==> src/rtl/cpu_pkg.sv <==
// Shared fetch-path constants, state/redirect enums and a word-alignment helper.
package cpu_pkg;

  localparam logic [31:0] RESET_VEC = 32'h8000_0000;
  localparam logic [31:0] ILLOP_VEC = 32'h8000_0004;
  localparam logic [31:0] XADR_VEC  = 32'h8000_0008;
  localparam logic [31:0] NOP_WORD  = 32'h0000_0000;

  typedef enum logic [1:0] {BOOT, RUN, TRAP} fetch_state_e;

  typedef enum logic [2:0] {SEQ, JMP, BR, EXC, IRQ, HOLD} redirect_e;

  function automatic logic [31:0] word_align(input logic [31:0] addr);
    return {addr[31:2], 2'b00};
  endfunction

endpackage

==> src/rtl/fetch_next_pc.sv <==
// Combinational next-PC priority selector: exception, branch, interrupt, jump, stall, sequential.
module fetch_next_pc
  import cpu_pkg::*;
(
  input  logic [31:0] pc_i,
  input  logic        stall_i,
  input  logic        jump_i,
  input  logic [31:0] jump_target_i,
  input  logic        branch_i,
  input  logic [31:0] branch_target_i,
  input  logic        illop_i,
  input  logic        irq_take_i,
  output redirect_e   src_o,
  output logic [31:0] next_pc_o
);

  logic [31:0] jump_pc;

  // User-mode code may not set bit 31 through a jump; kernel code keeps the target as given.
  assign jump_pc = word_align(jump_target_i) & {pc_i[31], 31'h7FFF_FFFF};

  always_comb begin
    src_o     = SEQ;
    next_pc_o = pc_i + 32'd4;
    if (illop_i) begin
      src_o     = EXC;
      next_pc_o = ILLOP_VEC;
    end else if (branch_i) begin
      src_o     = BR;
      next_pc_o = word_align(branch_target_i);
    end else if (irq_take_i) begin
      src_o     = IRQ;
      next_pc_o = XADR_VEC;
    end else if (jump_i) begin
      src_o     = JMP;
      next_pc_o = jump_pc;
    end else if (stall_i) begin
      src_o     = HOLD;
      next_pc_o = pc_i;
    end
  end

endmodule

==> src/rtl/fetch_sequencer.sv <==
// PC register, IF/ID latch, EPC capture and BOOT/RUN/TRAP sequencing for the fetch stage.
// Optional macro DELAY_SLOT_EN: jumps keep the already-fetched delay-slot instruction.
module fetch_sequencer
  import cpu_pkg::*;
(
  input  logic        clk,
  input  logic        reset,
  output logic [31:0] pc_o,
  input  logic [31:0] inst_i,
  input  logic        stall_i,
  input  logic        jump_i,
  input  logic [31:0] jump_target_i,
  input  logic        branch_i,
  input  logic [31:0] branch_target_i,
  input  logic        illop_i,
  input  logic        irq_i,
  output logic [31:0] ifid_inst_o,
  output logic [31:0] ifid_pc4_o,
  output logic        ifid_valid_o,
  output logic [31:0] epc_o,
  output logic        flush_idex_o
);

  fetch_state_e state_q, state_d;
  logic [31:0]  pc_q, pc_d;
  logic [31:0]  ifid_inst_q, ifid_inst_d;
  logic [31:0]  ifid_pc4_q, ifid_pc4_d;
  logic         ifid_valid_q, ifid_valid_d;
  logic [31:0]  epc_q, epc_d;
  logic         irq_pend_q, irq_pend_d;
  logic         flush_idex;
  logic         irq_take;
  logic [31:0]  pc_plus4;
  logic [31:0]  next_pc;
  redirect_e    src;

  assign pc_plus4 = pc_q + 32'd4;
  // Interrupts are only accepted from user code, and never in the cycle right after a trap.
  assign irq_take = irq_pend_q & ~pc_q[31] & (state_q == RUN);

  fetch_next_pc u_next_pc (
    .pc_i           (pc_q),
    .stall_i        (stall_i),
    .jump_i         (jump_i),
    .jump_target_i  (jump_target_i),
    .branch_i       (branch_i),
    .branch_target_i(branch_target_i),
    .illop_i        (illop_i),
    .irq_take_i     (irq_take),
    .src_o          (src),
    .next_pc_o      (next_pc)
  );

  always_comb begin
    state_d      = state_q;
    pc_d         = pc_q;
    ifid_inst_d  = ifid_inst_q;
    ifid_pc4_d   = ifid_pc4_q;
    ifid_valid_d = ifid_valid_q;
    epc_d        = epc_q;
    flush_idex   = 1'b0;
    irq_pend_d   = (src == IRQ) ? 1'b0 : (irq_pend_q | irq_i);

    if (state_q == BOOT) begin
      pc_d    = pc_plus4;
      state_d = RUN;
    end else begin
      state_d = RUN;
      case (src)
        EXC: begin
          pc_d         = next_pc;
          epc_d        = ifid_pc4_q - 32'd4;
          ifid_inst_d  = NOP_WORD;
          ifid_valid_d = 1'b0;
          flush_idex   = 1'b1;
          state_d      = TRAP;
        end
        BR: begin
          pc_d         = next_pc;
          ifid_inst_d  = NOP_WORD;
          ifid_valid_d = 1'b0;
          flush_idex   = 1'b1;
        end
        IRQ: begin
          pc_d         = next_pc;
          epc_d        = pc_q;
          ifid_inst_d  = NOP_WORD;
          ifid_valid_d = 1'b0;
          state_d      = TRAP;
        end
        JMP: begin
          pc_d         = next_pc;
`ifdef DELAY_SLOT_EN
          ifid_inst_d  = inst_i;
          ifid_pc4_d   = pc_plus4;
          ifid_valid_d = 1'b1;
`else
          ifid_inst_d  = NOP_WORD;
          ifid_valid_d = 1'b0;
`endif
        end
        HOLD: begin
          flush_idex   = 1'b1;
        end
        default: begin
          pc_d         = next_pc;
          ifid_inst_d  = inst_i;
          ifid_pc4_d   = pc_plus4;
          ifid_valid_d = 1'b1;
        end
      endcase
    end
  end

  always_ff @(posedge clk) begin
    if (reset) begin
      state_q      <= BOOT;
      pc_q         <= RESET_VEC;
      ifid_inst_q  <= NOP_WORD;
      ifid_pc4_q   <= 32'd0;
      ifid_valid_q <= 1'b0;
      epc_q        <= 32'd0;
      irq_pend_q   <= 1'b0;
    end else begin
      state_q      <= state_d;
      pc_q         <= pc_d;
      ifid_inst_q  <= ifid_inst_d;
      ifid_pc4_q   <= ifid_pc4_d;
      ifid_valid_q <= ifid_valid_d;
      epc_q        <= epc_d;
      irq_pend_q   <= irq_pend_d;
    end
  end

  assign pc_o         = pc_q;
  assign ifid_inst_o  = ifid_inst_q;
  assign ifid_pc4_o   = ifid_pc4_q;
  assign ifid_valid_o = ifid_valid_q;
  assign epc_o        = epc_q;
  assign flush_idex_o = flush_idex & ~reset;

endmodule

==> config.mk <==
export PLATFORM = sky130hd
export DESIGN_NAME = fetch_sequencer
export DESIGN_NICKNAME = d
export VERILOG_FILES = /design/src/rtl/cpu_pkg.sv /design/src/rtl/fetch_next_pc.sv /design/src/rtl/fetch_sequencer.sv
export SDC_FILE = /design/constraint.sdc
export NUM_CORES = 1
export LEC_CHECK = 0
export CORE_AREA = 2 2 95 188
export DETAILED_ROUTE_END_ITERATION = 6
export DIE_AREA = 0 0 97 190
export GPL_ROUTABILITY_DRIVEN = 0
export PLACE_DENSITY = 0.72
export SYNTH_ARGS = -nofsm -noshare
export SYNTH_HDL_FRONTEND = slang
export SYNTH_SLANG_ARGS = --single-unit
==> constraint.sdc <==
create_clock -name clk -period 3.4 [get_ports clk]
set_input_delay 0.68 -clock clk [delete_from_list [all_inputs] [get_ports clk]]
set_output_delay 0.68 -clock clk [all_outputs]
set_load 0.03 [all_outputs]
==> out/results.tsv <==
metric	value	unit
fin util	57.27	%
WS Path Type	in -> out	
grt ovf	0	
Die X-Extent	97	um
Post-synth ARST share	0	%
R2R Setup Slk	0.81	ns
WP data arrival	2.08	ns
WL/cell	18.89	um
postcts setup bufs	0	
fill count	1546	
Data required, critical path	2.72	ns
final hold vios	0	
Mean Syn Cell Area	8.007	sq um
Die Y	190	um
clk root buf	clkbuf_16	
unrepaired setup endpoints after global routing	no	
dpl cells	1233	
Yosys top cell area share	37.11	%
Vias	7324	
area grow syn2layout	44.08	%
r2r startpoint	ifid_pc4_o[3]$_SDFFE_PP0P_	
worst-skew pair later-pin latency	0.41	ns
largest cells by area after synthesis	dfxtp_1, nor2_1, a22oi_1	
largest net degree at the start of global routing	70	
Max Clock Skew	0.006370	ns
share of post-route cells with drive strength above 1	7.867	%
Critical R2R Capture	epc_o[18]$_SDFFE_PP0P_	
total clock sinks	126	
power density over the cells	455.8	mW/mm^2
H-tree depth	4	
vias in the first global route	7079	
fmax	0.3628	GHz
leading area contributor after synthesis	dfxtp_1	
Max-cap violations	0	
peak supply drop	0.0005448	V
Crit. Startpoint	stall_i	
CTS Buffer Depth	2	
Ys Warns	0	
Slew @ Worst Pin	1.048	ns
dpl hpwl	17610	um
cell row count	68	
nets	1148	
CP Max Fanout	4	
Post-route DRC	0	
DRT iter0 DRCs	576	
Reg2Reg Depth	7	
overall power	4464	uW
CTS-repair resized insts	0	
Hold Path Class	reg -> reg	
Slew HR	29.86	%
CP endpoint kind	primary output	
setup TNS	0	ns
register area share after synthesis	37.11	%
Starting Density	39.75	%
LEAKAGE	0.003481	uW
I/O Pins	233	
Num CTS Buffers	17	
total routed wirelength	23900	um
Yosys reg bits	126	
Finish-stage setup viols	0	
Syn Inst Count	849	
average vias per placed instance	5.790	
CTS tree	yes	
initial antenna violation count	0	
# hold bufs at CTS	0	
Setup crit end	flush_idex_o	
EDFF count, synth	0	
Hold Startpoint	epc_o[12]$_SDFFE_PP0P_	
port bufs	222	
Core Area	0.01710	sq mm
Antenna Diode Count	0	
Pins Over Slew Limit	0	
minimum clock period	2.757	ns
fin cells	1265	
global-route wire length before repair	38250	um
TritonRoute pass-1 iters	5	
Die ar.	0.01843	sq mm
Unique masters post-synth	72	
main flop type after synthesis	dfxtp_1	
clk slew on worst S/H paths	0.06	ns
All-Layer GR Usage	25.44	%
ANT nets after route	0	
Post-Syn Area	0.006798	sq mm
outcome	finished, final reports clean	
Critical Path Source Type	primary input	
final worst path period share	81.08	%
-- worst min-delay path by stage --
| stage | to | cells after the start |
|---|---|---|
| 2_1_floorplan | irq_pend_q$_SDFF_PP0_ | 2 |
| 3_3_place_gp | epc_o[12]$_SDFFE_PP0P_ | 1 |
| 3_5_place_dp | epc_o[12]$_SDFFE_PP0P_ | 1 |
| 4_1_cts | epc_o[6]$_SDFFE_PP0P_ | 1 |
| 5_1_grt | epc_o[31]$_SDFFE_PP0P_ | 1 |
| 6_report | epc_o[12]$_SDFFE_PP0P_ | 1 |
-- per-stage QoR --
stage                     setup slack, ns  cell area (sq um)  hold WS (ns)
after floorplan                    0.8510               6817        0.4838
after global placement             0.4743               9241        0.4482
after detailed placement           0.4030               9241        0.4487
after CTS                          0.6421               9794        0.4663
after global routing               0.5994               9794        0.4797
final                              0.6434               9794        0.4600
-- layer usage --
| layer | vias to the layer above | part of all wire, % | track usage (%) |
|---|---|---|---|
| met5 | - | 0 | 0 |
| met4 | 0 | 2.2 | 8.613 |
| met3 | 51 | 8.9 | 5.988 |
| met2 | 406 | 46 | 41.03 |
| met1 | 3344 | 42 | 33.45 |
| li1 | 3523 | - | - |
-- synth_stat cells (all sizes together) (3+ instances only) --
cell type / count
a2111oi: 4
a211oi: 23
a21oi: 63
a221oi: 8
a22o: 5
a22oi: 44
a311oi: 4
a31o: 4
a31oi: 3
and2: 3
and3: 11
and4: 6
buf: 16
clkbuf: 67
dfxtp: 126
ha: 3
inv: 12
mux2i: 11
nand2: 61
nand2b: 5
nand3: 17
nand4: 11
nor2: 95
nor2b: 3
nor3: 32
nor3b: 6
nor4: 13
nor4b: 3
o211ai: 4
o21a: 3
o21ai: 53
o21bai: 5
o221ai: 7
o22ai: 13
o2bb2ai: 7
o31a: 4
o31ai: 5
or2: 3
or3: 6
or4: 6
or4b: 3
xnor2: 30
xor2: 14
-- worst max-delay path, cell delays in order --
cell             delay [ns]
clkdlybuf4s50_1        0.56
buf_4                  0.16
nor2b_1                0.20
nand2_1                0.07
a21oi_1                0.21
buf_4                  0.19
-- state kept, by name, summed over array words and instances (netlist names) --
name          cells
epc_o            30
irq_pend_q        1
pc_o             30
state_q           2
ifid_pc4_o       30
ifid_inst_o      32
ifid_valid_o      1
-- kinds of logic after synthesis --
logic type	Yosys count	share of synthesized area (%)
other	1	0.05517
adder cells (fa/ha/maj)	3	0.5522
buffers and inverters	97	6.074
flip-flops	126	37.11
multiplexers	11	1.620
AO/OA/AOI/OAI	278	27.43
AND/OR/NAND/NOR	289	21.50
XOR/XNOR	44	5.669
-- layout by cell type (no fill, tap or decap), types with 6 or more instances in the layout --
cell,netlist,final
a211oi_1,23,23
a21oi_1,63,63
a221oi_1,8,8
a22oi_1,44,44
and3_1,11,11
and4_1,6,6
buf_4,6,27
clkbuf_16,0,17
clkdlybuf4s50_1,0,220
clkinv_2,0,6
conb_1,1,6
dfxtp_1,126,126
inv_1,12,12
mux2i_1,11,11
nand2_1,61,61
nand3_1,17,17
nand4_1,11,11
nor2_1,95,94
nor3_1,26,24
nor3_2,6,7
nor4_1,13,13
o21ai_0,50,50
o221ai_1,7,7
o22ai_1,13,13
o2bb2ai_1,7,7
or3_1,6,6
xnor2_1,30,30
xor2_1,14,14
-- power by group --
part | total [uW] | leakage [uW] | switching [uW] | internal, uW
clock | 1700 | 0.000272 | 663 | 1040
combinational | 1080 | 0.00218 | 591 | 485
sequential | 1690 | 0.00103 | 122 | 1570
-- final cells by class --
type                    instances  area (sq um)  area share (%)
clock buffers                  21         460.4           4.701
clock inverters                11         92.59          0.9453
inverters                      14         52.55          0.5365
multi-input cells             631          3914           39.96
flip-flops and latches        126          2522           25.75
well taps                     210         262.8           2.683
repair buffers                252          2490           25.42
(Power assumes the default switching activity.)
